===== src/rtl/xbar_nxn_rr.sv =====
// xbar_nxn_rr: N x N registered crossbar with a round-robin arbiter per output.
// Each input offers a word plus a destination index over valid/ready. Each output
// owns a one-entry register slice that can drain and refill in the same cycle.
//
// Ports:
//   clk, rst_n   clock, asynchronous active-low reset
//   in_valid     [N]          input i holds a word
//   in_data      [N*DATA_W]   word of input i in slice [i*DATA_W +: DATA_W]
//   in_dest      [N*DEST_W]   target output of input i in slice [i*DEST_W +: DEST_W]
//   in_ready     [N]          combinational: input i's word accepted this cycle
//   out_valid    [N]          output j register holds a word
//   out_data     [N*DATA_W]   word held by output j
//   out_src      [N*DEST_W]   input index that supplied output j's word
//   out_ready    [N]          downstream consumes output j this cycle
module xbar_nxn_rr #(
    parameter  int unsigned N_PORTS = 4,   // power of two, >= 2
    parameter  int unsigned DATA_W  = 8,
    localparam int unsigned DEST_W  = $clog2(N_PORTS)
) (
    input  logic                       clk,
    input  logic                       rst_n,
    input  logic [N_PORTS-1:0]         in_valid,
    input  logic [N_PORTS*DATA_W-1:0]  in_data,
    input  logic [N_PORTS*DEST_W-1:0]  in_dest,
    output logic [N_PORTS-1:0]         in_ready,
    output logic [N_PORTS-1:0]         out_valid,
    output logic [N_PORTS*DATA_W-1:0]  out_data,
    output logic [N_PORTS*DEST_W-1:0]  out_src,
    input  logic [N_PORTS-1:0]         out_ready
);

    // Registered per-output state
    logic [N_PORTS-1:0]  out_valid_q, out_valid_d;
    logic [DATA_W-1:0]   out_data_q [N_PORTS];
    logic [DATA_W-1:0]   out_data_d [N_PORTS];
    logic [DEST_W-1:0]   out_src_q  [N_PORTS];
    logic [DEST_W-1:0]   out_src_d  [N_PORTS];
    logic [DEST_W-1:0]   rr_ptr_q   [N_PORTS];
    logic [DEST_W-1:0]   rr_ptr_d   [N_PORTS];

    // Combinational arbitration results
    logic [DATA_W-1:0]   in_word  [N_PORTS];
    logic [DEST_W-1:0]   in_tgt   [N_PORTS];
    logic [N_PORTS-1:0]  can_load;
    logic [N_PORTS-1:0]  gnt_vld;
    logic [DEST_W-1:0]   gnt_idx  [N_PORTS];

    // Unpack the flat input buses into per-input words and destinations
    always_comb begin
        for (int unsigned i = 0; i < N_PORTS; i++) begin
            in_word[i] = in_data[i*DATA_W +: DATA_W];
            in_tgt[i]  = in_dest[i*DEST_W +: DEST_W];
        end
    end

    // Per-output round-robin: first requester scanning from rr_ptr, wrapping.
    // A full output with no downstream consumer issues no grant (back-pressure).
    always_comb begin
        logic [DEST_W-1:0] idx;
        idx = '0;
        for (int unsigned j = 0; j < N_PORTS; j++) begin
            can_load[j] = !out_valid_q[j] || out_ready[j];
            gnt_vld[j]  = 1'b0;
            gnt_idx[j]  = '0;
            for (int unsigned k = 0; k < N_PORTS; k++) begin
                // DEST_W-bit add wraps mod N_PORTS since N_PORTS is a power of two
                idx = rr_ptr_q[j] + DEST_W'(k);
                if (!gnt_vld[j] && can_load[j] && in_valid[idx] &&
                    (in_tgt[idx] == DEST_W'(j))) begin
                    gnt_vld[j] = 1'b1;
                    gnt_idx[j] = idx;
                end
            end
        end
    end

    // An input is ready when its destination output grants it; forced low in reset
    always_comb begin
        for (int unsigned i = 0; i < N_PORTS; i++) begin
            in_ready[i] = rst_n && gnt_vld[in_tgt[i]] &&
                          (gnt_idx[in_tgt[i]] == DEST_W'(i));
        end
    end

    // Next-state: load on grant, drain on consume, otherwise hold
    always_comb begin
        out_valid_d = out_valid_q;
        out_data_d  = out_data_q;
        out_src_d   = out_src_q;
        rr_ptr_d    = rr_ptr_q;
        for (int unsigned j = 0; j < N_PORTS; j++) begin
            if (gnt_vld[j]) begin
                out_valid_d[j] = 1'b1;
                out_data_d[j]  = in_word[gnt_idx[j]];
                out_src_d[j]   = gnt_idx[j];
                rr_ptr_d[j]    = gnt_idx[j] + DEST_W'(1);
            end else if (out_ready[j]) begin
                out_valid_d[j] = 1'b0;
            end
        end
    end

    always_ff @(posedge clk or negedge rst_n) begin
        if (!rst_n) begin
            out_valid_q <= '0;
            for (int unsigned j = 0; j < N_PORTS; j++) begin
                out_data_q[j] <= '0;
                out_src_q[j]  <= '0;
                rr_ptr_q[j]   <= '0;
            end
        end else begin
            out_valid_q <= out_valid_d;
            for (int unsigned j = 0; j < N_PORTS; j++) begin
                out_data_q[j] <= out_data_d[j];
                out_src_q[j]  <= out_src_d[j];
                rr_ptr_q[j]   <= rr_ptr_d[j];
            end
        end
    end

    // Flatten registered state onto the output buses
    always_comb begin
        out_valid = out_valid_q;
        for (int unsigned j = 0; j < N_PORTS; j++) begin
            out_data[j*DATA_W +: DATA_W] = out_data_q[j];
            out_src[j*DEST_W +: DEST_W]  = out_src_q[j];
        end
    end

endmodule


===== config.mk =====
export PLATFORM = sky130hd
export DESIGN_NAME = xbar_nxn_rr
export DESIGN_NICKNAME = d
export VERILOG_FILES = /design/src/rtl/xbar_nxn_rr.sv
export SDC_FILE = /design/constraint.sdc
export NUM_CORES = 1
export LEC_CHECK = 0
export CORE_MARGIN = 1
export CORE_UTILIZATION = 42
export DETAILED_ROUTE_END_ITERATION = 8
export MAX_ROUTING_LAYER = met4
export PLACE_DENSITY = 0.71
export RECOVER_POWER = 25
export SYNTH_ARGS = -nofsm -noshare
export SYNTH_HDL_FRONTEND = slang
export SYNTH_SLANG_ARGS = --single-unit

===== constraint.sdc =====
create_clock -name clk -period 4 [get_ports clk]
set_input_delay 1 -clock clk [delete_from_list [all_inputs] [get_ports clk]]
set_output_delay 1 -clock clk [all_outputs]
set_load 0.01 [all_outputs]

==> results by group, run 1 <==
Synthesis
  • Post-synth EDFFs: 0
  • Post-synthesis register bit count: 52
  • Synth Net Count: 475
  • Syn Area/Cell: 9.32 um^2
  • Async set-or-reset flop fraction in the synthesized netlist: 1.00
  • Cell Area, Synth: 0.00396 mm^2
  • Number of distinct library cells after synthesis: 69
  • Register area share after synthesis: 0.328
  • Yosys warns: 0
  • Most used DFF post-synth: dfrtp_1
  • Mapped Cells: 425

Job
  • Max Cap Viol: 0

Clock network
  • # H-tree levels: 2
  • Clk_lat worst skew: 310 ps
  • Root buffer cell: clkbuf_8
  • Clock Sinks: 52
  • CTS buffer count: 5
  • Clock-pin slew on the worst setup and hold paths: 100 ps
  • Hold_buf cts: 0
  • TritonCTS clock tree: built
  • Max clock buf depth: 2

Worst setup path
  • FF-to-FF Start: rr_ptr_q[1]
  • Worst setup SP type: input pin
  • Worst reg2reg path endpoint: out_data[27]
  • Worst Path Arrival: 3090 ps
  • Worst setup path class: in -> out
  • WP data required: 3000 ps
  • Critical path capture point type: primary output
  • FF-to-FF path depth: 10
  • Flop-to-flop setup slack: 990 ps
  • CP max FO: 3

Timing
  • Slew Limit Fails: 0
  • Worst-Margin Slew: 1310 ps
  • RSZ-0062 raised after global routing: yes
  • Max Clk Rate: 0.245 GHz
  • Crit path time final: 4090 ps
  • Worst Clk Skew: 5.83 ps
  • Hold Slack: 486 ps
  • Worst setup margin: -88.4 ps
  • Final Hold Fails: 0
  • Rel. slew slack: 0.126
  • Fin crit share: 1.02
  • Final setup vio count: 4
  • Setup TNS Final: -264 ps

GRT
  • Global route overflow: 0
  • First-pass GRT wire length: 22300 um
  • GRT Total Usage: 0.300
  • Number of global-route vias before repair: 4271
  • Initial antenna violation count: 1
  • Largest net degree at the start of global routing: 52

Place
  • Post-DP HPWL: 10300 um
  • Port bufs: 97
  • Post-Place Setup Slack: -973 ps
  • Routability Congestion: 0.890

Power
  • Pwr dens: 683 mW/mm^2
  • Worst-case vdd ir drop: 0.340 mV
  • Static leakage: 0.00263 uW

Floorplan
  • Starting density of the core: 0.431
  • Die area: 0.00982 mm^2
  • Die X: 99.1 um
  • Core ar.: 0.00920 mm^2
  • Rows: 35
  • Die Y: 99.1 um
  • I/O Pins: 98

Routing
  • 1st-iter DRT viols: 306
  • WL/cell: 20.2 um
  • DRC: 0
  • Antenna viol nets, final: 0
  • Via count: 4366
  • Vias per cell: 6.17
  • DRT Pass-1 Iters: 5
  • Final wirelength: 14300 um

Run status
  • Violated checks: negative setup slack
  • Outcome: complete, but fails checks

Cells and area
  • Share of cells above drive strength 1: 0.337
  • Final Util: 0.655
  • Final #Nets: 645
  • Fillers: 737
  • Area growth syn-to-layout: 52.1%

Min path
  • Hold Crit Class: in -> async
==> through the flow <==
step | total power [uW] | cell area, um^2 | instances
2_1_floorplan | 2330 | 3960 | 425
3_3_place_gp | 3350 | 5500 | 681
3_5_place_dp | 3380 | 5500 | 681
4_1_cts | 4040 | 5960 | 705
5_1_grt | 4350 | 6020 | 708
6_report | 4110 | 6020 | 708
==> worst max-delay path, cell delays in order <==
cell and delay (ps):
buf_6 100, or3b_4 390, or3_4 410, a21oi_4 170
a211oi_2 40, a211o_1 280, buf_4 150, and2_4 130
o31a_1 260, buf_2 150
==> sequential cells by signal, indices dropped and copies added, names as in the netlist <==
register,flops
out_data,32
out_src,8
rr_ptr_q,8
out_valid,4
==> cells in the mapped netlist, types with 4 or more instances <==
| master | number | share of area |
|---|---|---|
| nand2_1 | 56 | 0.053 |
| dfrtp_1 | 52 | 0.33 |
| mux2i_1 | 34 | 0.086 |
| nor2_1 | 27 | 0.026 |
| mux2_2 | 17 | 0.048 |
| clkbuf_1 | 15 | 0.014 |
| o221ai_1 | 14 | 0.031 |
| a21oi_1 | 11 | 0.014 |
| buf_2 | 10 | 0.013 |
| nand2b_1 | 10 | 0.016 |
| nand3_1 | 10 | 0.013 |
| nor3b_1 | 10 | 0.019 |
| a221o_1 | 9 | 0.023 |
| a222oi_1 | 8 | 0.020 |
| and3b_1 | 8 | 0.018 |
| inv_1 | 8 | 0.0076 |
| o21ai_0 | 7 | 0.0088 |
| and3_1 | 6 | 0.0095 |
| nand4_1 | 6 | 0.0095 |
| a211o_1 | 5 | 0.011 |
| nand3b_1 | 5 | 0.0095 |
| nor3_1 | 5 | 0.0063 |
| o21a_1 | 5 | 0.0095 |
| a2111o_1 | 4 | 0.011 |
| and2_1 | 4 | 0.0063 |
| buf_6 | 4 | 0.011 |
| nor2b_1 | 4 | 0.0063 |
| o221a_2 | 4 | 0.011 |
==> how the worst max path moves through the flow <==
stage	from	endpoint	slack (ps)	cells past startpoint
2_1_floorplan	in_dest[2]	in_ready[0]	2	8
3_3_place_gp	in_dest[1]	in_ready[0]	-940	9
6_report	in_dest[3]	in_ready[1]	-90	10
3_5_place_dp	in_dest[1]	in_ready[0]	-970	9
5_1_grt	in_dest[3]	in_ready[3]	-130	10
4_1_cts	in_dest[5]	in_ready[0]	-40	9
==> report_power, final <==
group / internal (uW) / switching, uW / leakage, uW
Combinational: 1430 / 1300 / 0.00196
Clock: 186 / 189 / 0.0000541
Sequential: 770 / 234 / 0.000611
Total: 2390 / 1720 / 0.00263
==> final cells by class <==
cell class | instances | area (um^2) | area share
flip-flops and latches | 52 | 1300 | 0.216
multi-input cells | 332 | 2740 | 0.455
well taps | 111 | 139 | 0.0231
clock buffers | 5 | 68.8 | 0.0114
repair buffers | 195 | 1700 | 0.281
inverters | 9 | 33.8 | 0.00561
diodes | 1 | 2.50 | 0.000415
clock inverters | 3 | 42.5 | 0.00706
==> layer usage <==
metal  routed length [um]  up-vias  part of all wire  GRT usage
li1                     -     1974                 -          -
met1                 5870     2138              0.41      0.381
met2                 7000      219              0.49      0.501
met3                  975       35             0.068     0.0316
met4                  463        0             0.032      0.106
met5                    0        -                 0          -
==> cells in the final DEF (no fill, tap or decap), types with 6 or more instances in the layout <==
cell / n
a21oi_1: 8
a221o_1: 9
a222oi_1: 8
and3b_1: 7
buf_2: 8
buf_4: 91
buf_6: 15
clkdlybuf4s50_1: 79
dfrtp_1: 51
inv_1: 8
mux2_2: 17
mux2i_1: 33
nand2_1: 56
nand2b_1: 10
nand3_1: 8
nand4_1: 6
nor2_1: 23
nor3b_1: 6
o21ai_0: 7
o221ai_1: 13
==> logic make-up (layout without fill, tap and decap cells) <==
group	after synthesis	in the layout	synth area share
buffers and inverters	41	212	0.0524
flip-flops	52	52	0.328
AND/OR/NAND/NOR	167	167	0.231
multiplexers	55	55	0.151
other	0	1	0
AO/OA/AOI/OAI	110	110	0.237
==> what timing repair did <==
action,4_1_cts,5_1_grt
hold endpoints to repair,0,0
gates resized for setup,137,11
pin swaps,28,9
setup buffers,17,2
setup endpoints to repair,4,4
(Power assumes the default switching activity.)
==> run 2: changes to the inputs <==
--- a/config.mk
+++ b/config.mk
@@ -5,6 +5,7 @@
 export SDC_FILE = /design/constraint.sdc
 export NUM_CORES = 1
 export LEC_CHECK = 0
+export ABC_CLOCK_PERIOD_IN_PS = 4000
 export CORE_MARGIN = 1
 export CORE_UTILIZATION = 42
 export DETAILED_ROUTE_END_ITERATION = 8
==> results of run 2 <==
The final DEF is identical to that of run 1; final timing and power are the same.
